## config.mk

```make
export PLATFORM = sky130hd
export DESIGN_NAME = glip_stream_deframer
export DESIGN_NICKNAME = d
export VERILOG_FILES = /design/src/rtl/glip_deframer_pkg.sv /design/src/rtl/glip_out_stage.sv /design/src/rtl/glip_stream_deframer.sv
export SDC_FILE = /design/constraint.sdc
export NUM_CORES = 1
export LEC_CHECK = 0
export ABC_AREA = 0
export CORE_ASPECT_RATIO = 0.9
export CORE_UTILIZATION = 35
export DETAILED_ROUTE_END_ITERATION = 8
export GPL_TIMING_DRIVEN = 0
export PLACE_DENSITY = 0.58
export REMOVE_ABC_BUFFERS = 1
export SYNTH_ARGS = -nofsm -noshare
export SYNTH_HDL_FRONTEND = slang
export SYNTH_SLANG_ARGS = --single-unit
```

## constraint.sdc

```tcl
create_clock -name clk -period 6.6 [get_ports clk]
set_input_delay 1.32 -clock clk [delete_from_list [all_inputs] [get_ports clk]]
set_output_delay 1.32 -clock clk [all_outputs]
set_load 0.005 [all_outputs]
```

## src/rtl/glip_deframer_pkg.sv

```systemverilog
`default_nettype none
// ============================================================================
// Module   : glip_deframer_pkg
// Purpose  : Shared types and header-field constants for the GLIP stream
//            deframer (state encoding, header bit positions, checksum width).
// Ports    : n/a (package)
// Options  : none
// Revision : 1.0 - initial release
// ============================================================================
package glip_deframer_pkg;

    // Deframer FSM states
    typedef enum logic [1:0] {
        HUNT    = 2'd0,
        PAYLOAD = 2'd1,
        CHECK   = 2'd2
    } state_t;

    // Header word layout: [15:12] sync nibble, [11:0] payload length
    localparam int SYNC_MSB = 15;
    localparam int SYNC_LSB = 12;
    localparam int LEN_MSB  = 11;
    localparam int LEN_LSB  = 0;
    localparam int LEN_W    = LEN_MSB - LEN_LSB + 1;

    // Checksum is a plain 16-bit wrapping sum of the payload words
    localparam int CSUM_W   = 16;

endpackage : glip_deframer_pkg
`default_nettype wire

```

## src/rtl/glip_out_stage.sv

```systemverilog
`default_nettype none
// ============================================================================
// Module   : glip_out_stage
// Purpose  : Single-entry valid/ready output register carrying data + last.
//            Gives one cycle of latency while sustaining full throughput.
// Ports    : clk, rst_n          - clock, async active-low reset
//            load, load_data,
//            load_last           - write a new entry (only when can_load)
//            can_load            - register is empty or being drained now
//            out_valid/out_ready - downstream handshake
//            out_data, out_last  - registered entry
// Options  : none
// Revision : 1.0 - initial release
// ============================================================================
module glip_out_stage #(
    parameter int DATA_W = 16
) (
    input  logic              clk,
    input  logic              rst_n,
    input  logic              load,
    input  logic [DATA_W-1:0] load_data,
    input  logic              load_last,
    output logic              can_load,
    output logic              out_valid,
    input  logic              out_ready,
    output logic [DATA_W-1:0] out_data,
    output logic              out_last
);

    assign can_load = !out_valid || out_ready;

    // Data and last only change on a load, so they stay stable during a stall.
    always_ff @(posedge clk or negedge rst_n) begin
        if (!rst_n) begin
            out_valid <= 1'b0;
            out_data  <= '0;
            out_last  <= 1'b0;
        end else if (load) begin
            out_valid <= 1'b1;
            out_data  <= load_data;
            out_last  <= load_last;
        end else if (out_ready) begin
            out_valid <= 1'b0;
        end
    end

endmodule : glip_out_stage
`default_nettype wire

```

## src/rtl/glip_stream_deframer.sv

```systemverilog
`default_nettype none
// ============================================================================
// Module   : glip_stream_deframer
// Purpose  : Recovers frames (header, N payload words, checksum) from the
//            16-bit GLIP FIFO-in stream of the FX3 toplevel. Payload words are
//            delivered with a last marker; each frame end yields a one-cycle
//            status pulse with a checksum pass/fail flag.
// Ports    : clk, rst_n                   - clock, async active-low reset
//            in_valid/in_ready/in_data    - input stream (from fifo_in)
//            out_valid/out_ready/out_data,
//            out_last                     - payload stream
//            status_valid, status_ok      - per-frame checksum result
//            busy                         - frame in progress (state != HUNT)
//            frames_ok, frames_err,
//            resync_drops                 - saturating statistics counters,
//                                           only with GLIP_DEFRAMER_STATS_EN
// Options  : GLIP_DEFRAMER_STATS_EN - adds the statistics counters/ports
// Revision : 1.0 - initial release
// ============================================================================
module glip_stream_deframer
    import glip_deframer_pkg::*;
#(
    parameter logic [3:0] SYNC   = 4'hA,
    parameter int         MAXLEN = 4095
) (
    input  logic        clk,
    input  logic        rst_n,
    input  logic        in_valid,
    output logic        in_ready,
    input  logic [15:0] in_data,
    output logic        out_valid,
    input  logic        out_ready,
    output logic [15:0] out_data,
    output logic        out_last,
    output logic        status_valid,
    output logic        status_ok,
`ifdef GLIP_DEFRAMER_STATS_EN
    output logic [15:0] frames_ok,
    output logic [15:0] frames_err,
    output logic [15:0] resync_drops,
`endif
    output logic        busy
);

    localparam logic [LEN_W-1:0] MAXLEN_L = LEN_W'(MAXLEN);
    localparam logic [LEN_W-1:0] ONE_L    = LEN_W'(1);

    state_t              r_state;
    logic [LEN_W-1:0]    r_len;
    logic [LEN_W-1:0]    r_cnt;
    logic [CSUM_W-1:0]   r_sum;

    logic                w_can_load;
    logic                w_accept;
    logic                w_hdr_sync;
    logic [LEN_W-1:0]    w_hdr_len;
    logic                w_hdr_len_ok;
    logic                w_load;
    logic                w_last;
    logic                w_chk_done;
    logic                w_sum_match;
    logic                w_drop;

    assign w_hdr_sync   = (in_data[SYNC_MSB:SYNC_LSB] == SYNC);
    assign w_hdr_len    = in_data[LEN_MSB:LEN_LSB];
    assign w_hdr_len_ok = (w_hdr_len <= MAXLEN_L);

    // Only PAYLOAD is throttled by the output register; the checksum word is
    // consumed internally, so CHECK accepts regardless of out_ready.
    always_comb begin
        in_ready = 1'b1;
        case (r_state)
            HUNT:    in_ready = 1'b1;
            PAYLOAD: in_ready = w_can_load;
            CHECK:   in_ready = 1'b1;
            default: in_ready = 1'b1;
        endcase
    end

    assign w_accept    = in_valid && in_ready;
    assign w_load      = (r_state == PAYLOAD) && w_accept;
    assign w_last      = (r_cnt == (r_len - ONE_L));
    assign w_chk_done  = (r_state == CHECK) && w_accept;
    assign w_sum_match = (in_data == r_sum);
    assign w_drop      = (r_state == HUNT) && w_accept && !(w_hdr_sync && w_hdr_len_ok);
    assign busy        = (r_state != HUNT);

    always_ff @(posedge clk or negedge rst_n) begin
        if (!rst_n) begin
            r_state      <= HUNT;
            r_len        <= '0;
            r_cnt        <= '0;
            r_sum        <= '0;
            status_valid <= 1'b0;
            status_ok    <= 1'b0;
        end else begin
            status_valid <= 1'b0;
            case (r_state)
                HUNT: begin
                    if (w_accept && w_hdr_sync && w_hdr_len_ok) begin
                        // A zero-length header goes straight to CHECK with
                        // an expected checksum of zero.
                        r_len   <= w_hdr_len;
                        r_cnt   <= '0;
                        r_sum   <= '0;
                        r_state <= (w_hdr_len == '0) ? CHECK : PAYLOAD;
                    end
                end
                PAYLOAD: begin
                    if (w_accept) begin
                        r_sum <= r_sum + in_data;
                        r_cnt <= r_cnt + ONE_L;
                        if (w_last) begin
                            r_state <= CHECK;
                        end
                    end
                end
                CHECK: begin
                    if (w_accept) begin
                        status_valid <= 1'b1;
                        status_ok    <= w_sum_match;
                        r_state      <= HUNT;
                    end
                end
                default: r_state <= HUNT;
            endcase
        end
    end

    glip_out_stage #(
        .DATA_W (16)
    ) u_out_stage (
        .clk       (clk),
        .rst_n     (rst_n),
        .load      (w_load),
        .load_data (in_data),
        .load_last (w_last),
        .can_load  (w_can_load),
        .out_valid (out_valid),
        .out_ready (out_ready),
        .out_data  (out_data),
        .out_last  (out_last)
    );

`ifdef GLIP_DEFRAMER_STATS_EN
    // Saturating counters: hold at all-ones instead of wrapping.
    always_ff @(posedge clk or negedge rst_n) begin
        if (!rst_n) begin
            frames_ok    <= '0;
            frames_err   <= '0;
            resync_drops <= '0;
        end else begin
            if (w_chk_done && w_sum_match && (frames_ok != '1)) begin
                frames_ok <= frames_ok + 16'd1;
            end
            if (w_chk_done && !w_sum_match && (frames_err != '1)) begin
                frames_err <= frames_err + 16'd1;
            end
            if (w_drop && (resync_drops != '1)) begin
                resync_drops <= resync_drops + 16'd1;
            end
        end
    end
`else
    // Drop detection only feeds the statistics counters.
    logic w_unused_drop;
    assign w_unused_drop = w_drop;
`endif

endmodule : glip_stream_deframer
`default_nettype wire

```

==> flow_metrics.py, run 1 <==
metrics = {
    "critical_path": {
        "cp-end-kind": "register",
        "cp.required_ps": 6770,
        "path_class": "in -> reg",
        "crit_arrival_ps": 4150,
        "cp-start-kind": "input pin",
        "worstPathMaxFanout": 25,
        "crit_chain": "clkdlybuf4s50_1 -> and4bb_1 -> and3_1 -> nor2_2 -> nor3_1 -> nand4_1 -> xor2_1 -> nor2_1",
        "cp_slowest_stage_delay_ps": 800,
        "critPathSlowestCell": "and3_1",
    },
    "logic_synthesis": {
        "synth-seq-cells": 62,
        "ys_seq_area_share_pct": 43.45,
        "synthArstFlopShare_pct": 100.0,
        "ys_types": 51,
        "yosysWarnings": 0,
        "synth-edff-count": 0,
        "syn_inst": 400,
        "synth_area_um2": 3571,
        "synth_ff_type": "dfrtp_1",
        "synth.avg_cell_area_um2": 8.927,
    },
    "placement": {
        "port_buffers": 41,
        "gp_congestion": 0.8156,
        "place_inst": 554,
        "hpwlAfterDp_um": 6062,
    },
    "finish": {
        "diodes": 0,
        "stdcell_count": 570,
        "fin_util_pct": 44.83,
        "area_growth_pct": 22.85,
        "seqCellArea_um2": 1551,
        "layout_commonest_cell": "nand2_1",
        "multiInputGateArea_um2": 1946,
        "nFillCells": 996,
        "nets": 477,
        "mostFrequentLayoutCells": "nand2_1 (109), dfrtp_1 (62), clkdlybuf4s50_1 (40)",
        "final_layout_size_suffix_gt1_share_pct": 4.955,
    },
    "routing": {
        "top_layer_used": "met4",
        "vias_per_cell": 5.179,
        "wl_met1_um": 4180,
        "dr.pass1.iters": 4,
        "vias": 2952,
        "drt_iter0_drc": 113,
        "antenna_left": 0,
        "wl_per_cell_um": 14.99,
        "route.met3.wl_um": 244,
        "drc": 0,
        "wl_um": 8546,
        "dr_wl_met2_um": 4064,
    },
    "clock_tree": {
        "h-tree-depth": 3,
        "post_cts_buffers": 0,
        "clk_pin_slew_worst_paths_ps": 50,
        "ctsResizeCount": 0,
        "numCtsBuffers": 9,
        "clk_latency_ps": 330,
        "holdBufCountCts": 0,
        "cts.sinks": 62,
        "cts_tree": "yes",
        "clockBufferDepth": 2,
        "cts_root_buf": "clkbuf_16",
    },
    "sta": {
        "drv_slew": 0,
        "setup_viol": 0,
        "finalCritPeriodShare_pct": 60.39,
        "clock_skew_ps": 7.067,
        "period_minus_slack_ps": 3986,
        "rsz0062_at_grt": "no",
        "hold_violations": 0,
        "worst-slew-pin-transition_ps": 1156,
        "maxSlewHeadroom_pct": 22.71,
        "timing.fmax_ghz": 0.2509,
        "fin_setup_tns_ps": 0,
    },
    "grt": {
        "grt_usage_pct": 17.71,
        "antenna_found_initial": 0,
        "grt_first_pass_wirelength_um": 14770,
        "grt_overflow": 0,
        "grt_max_degree": 63,
        "grt_pass1_vias": 2932,
    },
    "floorplanning": {
        "die_h_um": 97.83,
        "core_area_um2": 9784,
        "io_pins": 42,
        "die_x_um": 108.5,
        "core.rowCount": 34,
        "die-area_um2": 10610,
        "start_util_pct": 36.50,
    },
    "run": {
        "maxCapViolCount": 0,
    },
    "power_and_ir_drop": {
        "power.density_nw_per_um2": 436.5,
        "peakVddDrop_mv": 0.1819,
        "power.leakage_uw": 0.002002,
        "fin_total_pwr_uw": 1915,
    },
    "run_status": {
        "outcome": "completed",
    },
    "min_path": {
        "hold_class": "reg -> reg",
    },
}
critical path: cells and delay by family:
family | cells | cell delay [ps]
xor+xnor | 1 | 150
simple gates | 6 | 2060
buf+inv | 1 | 600
power breakdown:
part / total [µW] / switching, µW / internal (µW)
clock: 444 / 159 / 285
combinational: 826 / 412 / 414
sequential: 645 / 124 / 521
layer usage:
layer	GRT usage, %	vias up
li1	-	1470
met1	24.12	1439
met2	28.63	38
met3	3.872	5
met4	4.054	0
met5	0	-
cells by family (layout without fill, tap and decap cells):
group,Yosys count,count (layout),synth area share (%)
simple gates,195,195,24.95
compound gates,64,64,12.16
flops,62,62,43.45
xor+xnor,38,38,9.320
fa+ha+maj,18,18,6.517
buf+inv,18,62,2.137
mux,5,5,1.472
synth_stat cells (all sizes together), types with 3 or more instances:
cell type | instances | share of area, %
xor2 | 15 | 3.7
a31oi | 4 | 0.70
a21oi | 12 | 1.8
inv | 4 | 0.42
ha | 17 | 6.0
a22o | 4 | 0.98
or3 | 3 | 0.53
a211oi | 4 | 0.98
dfrtp | 62 | 43
nor2 | 25 | 2.6
o21ai | 18 | 2.5
nor2b | 3 | 0.53
a21o | 7 | 1.5
xnor2 | 23 | 5.6
nand2 | 109 | 11
nand3 | 13 | 1.8
clkbuf | 12 | 1.3
mux2i | 3 | 0.84
nand4 | 5 | 0.88
nand2b | 5 | 0.88
nor4 | 9 | 1.6
nor3 | 7 | 1.1
flip-flops by register name, indices dropped and copies added, names as in the netlist, 2 cells and up:
name	flops
r_state	2
u_out_stage.out_data	16
r_cnt	12
r_sum	16
r_len	12
path summary, 6_finish.rpt:
check,from,endpoint,slack (ps),depth (start not counted)
setup / recovery,in_data[15],r_cnt[9],2610,8
hold / removal,u_out_stage.out_data[4],u_out_stage.out_data[4],480,2
setup reg to reg,r_state[0],r_cnt[9],3810,7
hold reg to reg,u_out_stage.out_data[4],u_out_stage.out_data[4],480,2
max in group asynchronous,rst_n,u_out_stage.out_data[4],5000,1
min in group asynchronous,rst_n,r_cnt[4],1070,1
area by class of cell:
class	count	share of cell area (%)
Clock buffer	16	6.418
Inverter	4	0.3423
Sequential cell	62	35.37
Tap cell	126	3.594
Multi-Input combinational cell	320	44.35
Timing Repair Buffer	42	9.926
through the flow:
step / instance area [µm²] / hold WS (ps) / worst slack [ps]
floorplan: 3510 / 447.3 / 3098
global placement: 4078 / 459.5 / 1423
detailed placement: 4105 / 466.1 / 2223
CTS: 4387 / 480.6 / 2559
global route: 4387 / 508.7 / 2304
finish: 4387 / 475.4 / 2614
Note: power is estimated with default switching activity, not from simulation.
==> run 2, diff against run 1 <==
--- a/config.mk
+++ b/config.mk
@@ -10,7 +10,7 @@
 export CORE_UTILIZATION = 35
 export DETAILED_ROUTE_END_ITERATION = 8
 export GPL_TIMING_DRIVEN = 0
-export PLACE_DENSITY = 0.58
+export PLACE_DENSITY = 0.6
 export REMOVE_ABC_BUFFERS = 1
 export SYNTH_ARGS = -nofsm -noshare
 export SYNTH_HDL_FRONTEND = slang
==> constraint.sdc (replaced) <==
create_clock -name clk -period 3.6 [get_ports clk]
set_input_delay 0.72 -clock clk [delete_from_list [all_inputs] [get_ports clk]]
set_output_delay 0.72 -clock clk [all_outputs]
set_load 0.005 [all_outputs]
==> flow_metrics.py, run 2 (synthesis results as in run 1) <==
metrics = {
    "run_status": {
        "outcome": "completed",
    },
    "power_and_ir_drop": {
        "power.density_nw_per_um2": 828.3,
        "switchingPower_uw": 1303,
        "share_clk_of_total_power_pct": 26.4,
        "sw_frac_of_total_pct": 35.41,
        "intPower_uw": 2376,
        "combinationalPowerShare_pct": 41.5,
        "peakVddDrop_mv": 0.3086,
        "power.leakage_uw": 0.002030,
        "seq_power_share_pct": 32.1,
    },
    "clock_tree": {
        "cts_tree": "yes",
        "numCtsBuffers": 9,
        "holdBufCountCts": 0,
        "clockBufferDepth": 2,
        "clk_pin_slew_worst_paths_ps": 50,
        "ctsResizeCount": 0,
        "cts_root_buf": "clkbuf_16",
        "post_cts_buffers": 0,
        "h-tree-depth": 3,
        "cts.sinks": 62,
        "clk_latency_ps": 330,
    },
    "placement": {
        "place_ws_ps": -182.4,
        "hpwlAfterDp_um": 6170,
        "port_buffers": 41,
        "gp_congestion": 0.7876,
        "place_area_um2": 4105,
    },
    "critical_path": {
        "worstPathMaxFanout": 4,
        "crit_chain": "clkdlybuf4s50_1 -> ha_1 -> fa_1 -> a211oi_1 -> nor2_1 -> o221a_2 -> o21ai_1 -> mux2_1 -> xnor2_1 -> o21ai_1",
        "cp-end-kind": "register",
        "crit_arrival_ps": 3530,
        "cp_slowest_stage_delay_ps": 520,
        "cp.required_ps": 3760,
        "crit_buf_inv": 1,
        "crit_family": "compound AO/OA/AOI/OAI gates",
        "path_class": "in -> reg",
        "cp-start-kind": "input pin",
        "crit_path_frequent_cell": "o21ai_1",
        "critPathSlowestCell": "clkdlybuf4s50_1",
    },
    "finish": {
        "seqCellArea_um2": 1551,
        "fin_util_pct": 45.40,
        "multiInputGateArea_um2": 1947,
        "stdcell_area_um2": 4442,
        "nets": 477,
        "top_regs": "r_sum (16), u_out_stage.out_data (16)",
        "nFillCells": 957,
        "diodes": 0,
        "final_layout_size_suffix_gt1_share_pct": 5.856,
        "area_growth_pct": 24.39,
        "mostFrequentLayoutCells": "nand2_1 (109), dfrtp_1 (62), clkdlybuf4s50_1 (40)",
        "layout_commonest_cell": "nand2_1",
    },
    "floorplanning": {
        "start_util_pct": 36.50,
        "die-area_um2": 10610,
        "core.rowCount": 34,
        "die_h_um": 97.83,
        "core_area_um2": 9784,
        "io_pins": 42,
        "die_x_um": 108.5,
    },
    "grt": {
        "grt_first_pass_wirelength_um": 14900,
        "grt_overflow": 0,
        "grt_pass1_vias": 3022,
        "grt_max_degree": 63,
        "antenna_found_initial": 0,
        "grt_usage_pct": 17.98,
    },
    "sta": {
        "finalCritPeriodShare_pct": 93.48,
        "hold_violations": 0,
        "clock_skew_ps": 3.693,
        "fin_setup_tns_ps": 0,
        "worst-slew-pin-transition_ps": 1204,
        "rsz0062_at_grt": "no",
        "timing.fmax_ghz": 0.2971,
        "whs_ps": 476.7,
        "drv_slew": 0,
        "period_minus_slack_ps": 3365,
        "maxSlewHeadroom_pct": 19.51,
        "setup_viol": 0,
        "setup_slack_ps": 234.6,
    },
    "run": {
        "maxCapViolCount": 0,
    },
    "routing": {
        "vias_per_cell": 5.202,
        "drt_iter0_drc": 115,
        "wl_um": 8658,
        "wl_per_cell_um": 15.19,
        "drc": 0,
        "antenna_left": 0,
        "dr.pass1.iters": 4,
        "vias": 2965,
    },
    "min_path": {
        "hold_class": "reg -> reg",
    },
}
run 2: changes by cell type in the layout (fill, tap and decap cells not counted):
cell / before / now
and3_2: 0 / 1
and3_1: 2 / 1
clkbuf_1: 4 / 1
clkinv_2: 0 / 1
bufinv_16: 0 / 2
run 2: final cells by class:
class                           count  share of cell area (%)
Multi-Input combinational cell    320                   43.83
Clock buffer                       13                   6.085
Clock inverter                      3                   1.465
Tap cell                          126                   3.549
Inverter                            4                  0.3380
Timing Repair Buffer               42                   9.803
Sequential cell                    62                   34.93
run 2: final timing paths:
check / slack, ps / to / depth (start not counted) / from
max: 230 / r_sum[12] / 10 / in_data[0]
min: 480 / u_out_stage.out_data[3] / 2 / u_out_stage.out_data[3]
max reg2reg: 850 / r_sum[12] / 9 / r_sum[0]
min reg2reg: 480 / u_out_stage.out_data[3] / 2 / u_out_stage.out_data[3]
max in group asynchronous: 2610 / r_sum[10] / 1 / rst_n
min in group asynchronous: 490 / r_cnt[3] / 1 / rst_n
run 2: power by group through the flow:
stage / Sequential [µW] / Combinational, µW / Clock, µW
6_report: 1180 / 1530 / 972
5_1_grt: 1220 / 1720 / 1020
4_1_cts: 1180 / 1540 / 988
3_5_place_dp: 1190 / 1530 / 0
3_3_place_gp: 1180 / 1470 / 0
2_1_floorplan: 1150 / 1040 / 0
run 2: worst reg2reg max path, cell delays in order, from the launching register on:
cell and delay (ps):
dfrtp_1 380, ha_1 210, fa_1 430, a211oi_1 230
nor2_1 120, o221a_2 270, o21ai_1 320, mux2_1 390
xnor2_1 160, o21ai_1 70
run 2: stage by stage:
stage,power [µW],cells
floorplan,2184,386
detailed placement,2718,554
global placement,2652,553
finish,3679,570
global route,3965,570
CTS,3713,570
run 2: layer usage:
layer	track usage, %	part of all wire (%)	vias to the layer above
li1	-	-	1477
met5	0	0	-
met1	24.09	47	1420
met4	7.069	1.8	0
met3	2.537	3.6	12
met2	29.16	48	56
==> run 3, diff against run 2 <==
--- a/config.mk
+++ b/config.mk
@@ -6,6 +6,7 @@
 export NUM_CORES = 1
 export LEC_CHECK = 0
 export ABC_AREA = 0
+export ABC_CLOCK_PERIOD_IN_PS = 3600
 export CORE_ASPECT_RATIO = 0.9
 export CORE_UTILIZATION = 35
 export DETAILED_ROUTE_END_ITERATION = 8
==> results of run 3 <==
Same layout as run 2: the final DEF is identical, and so are final timing and power.
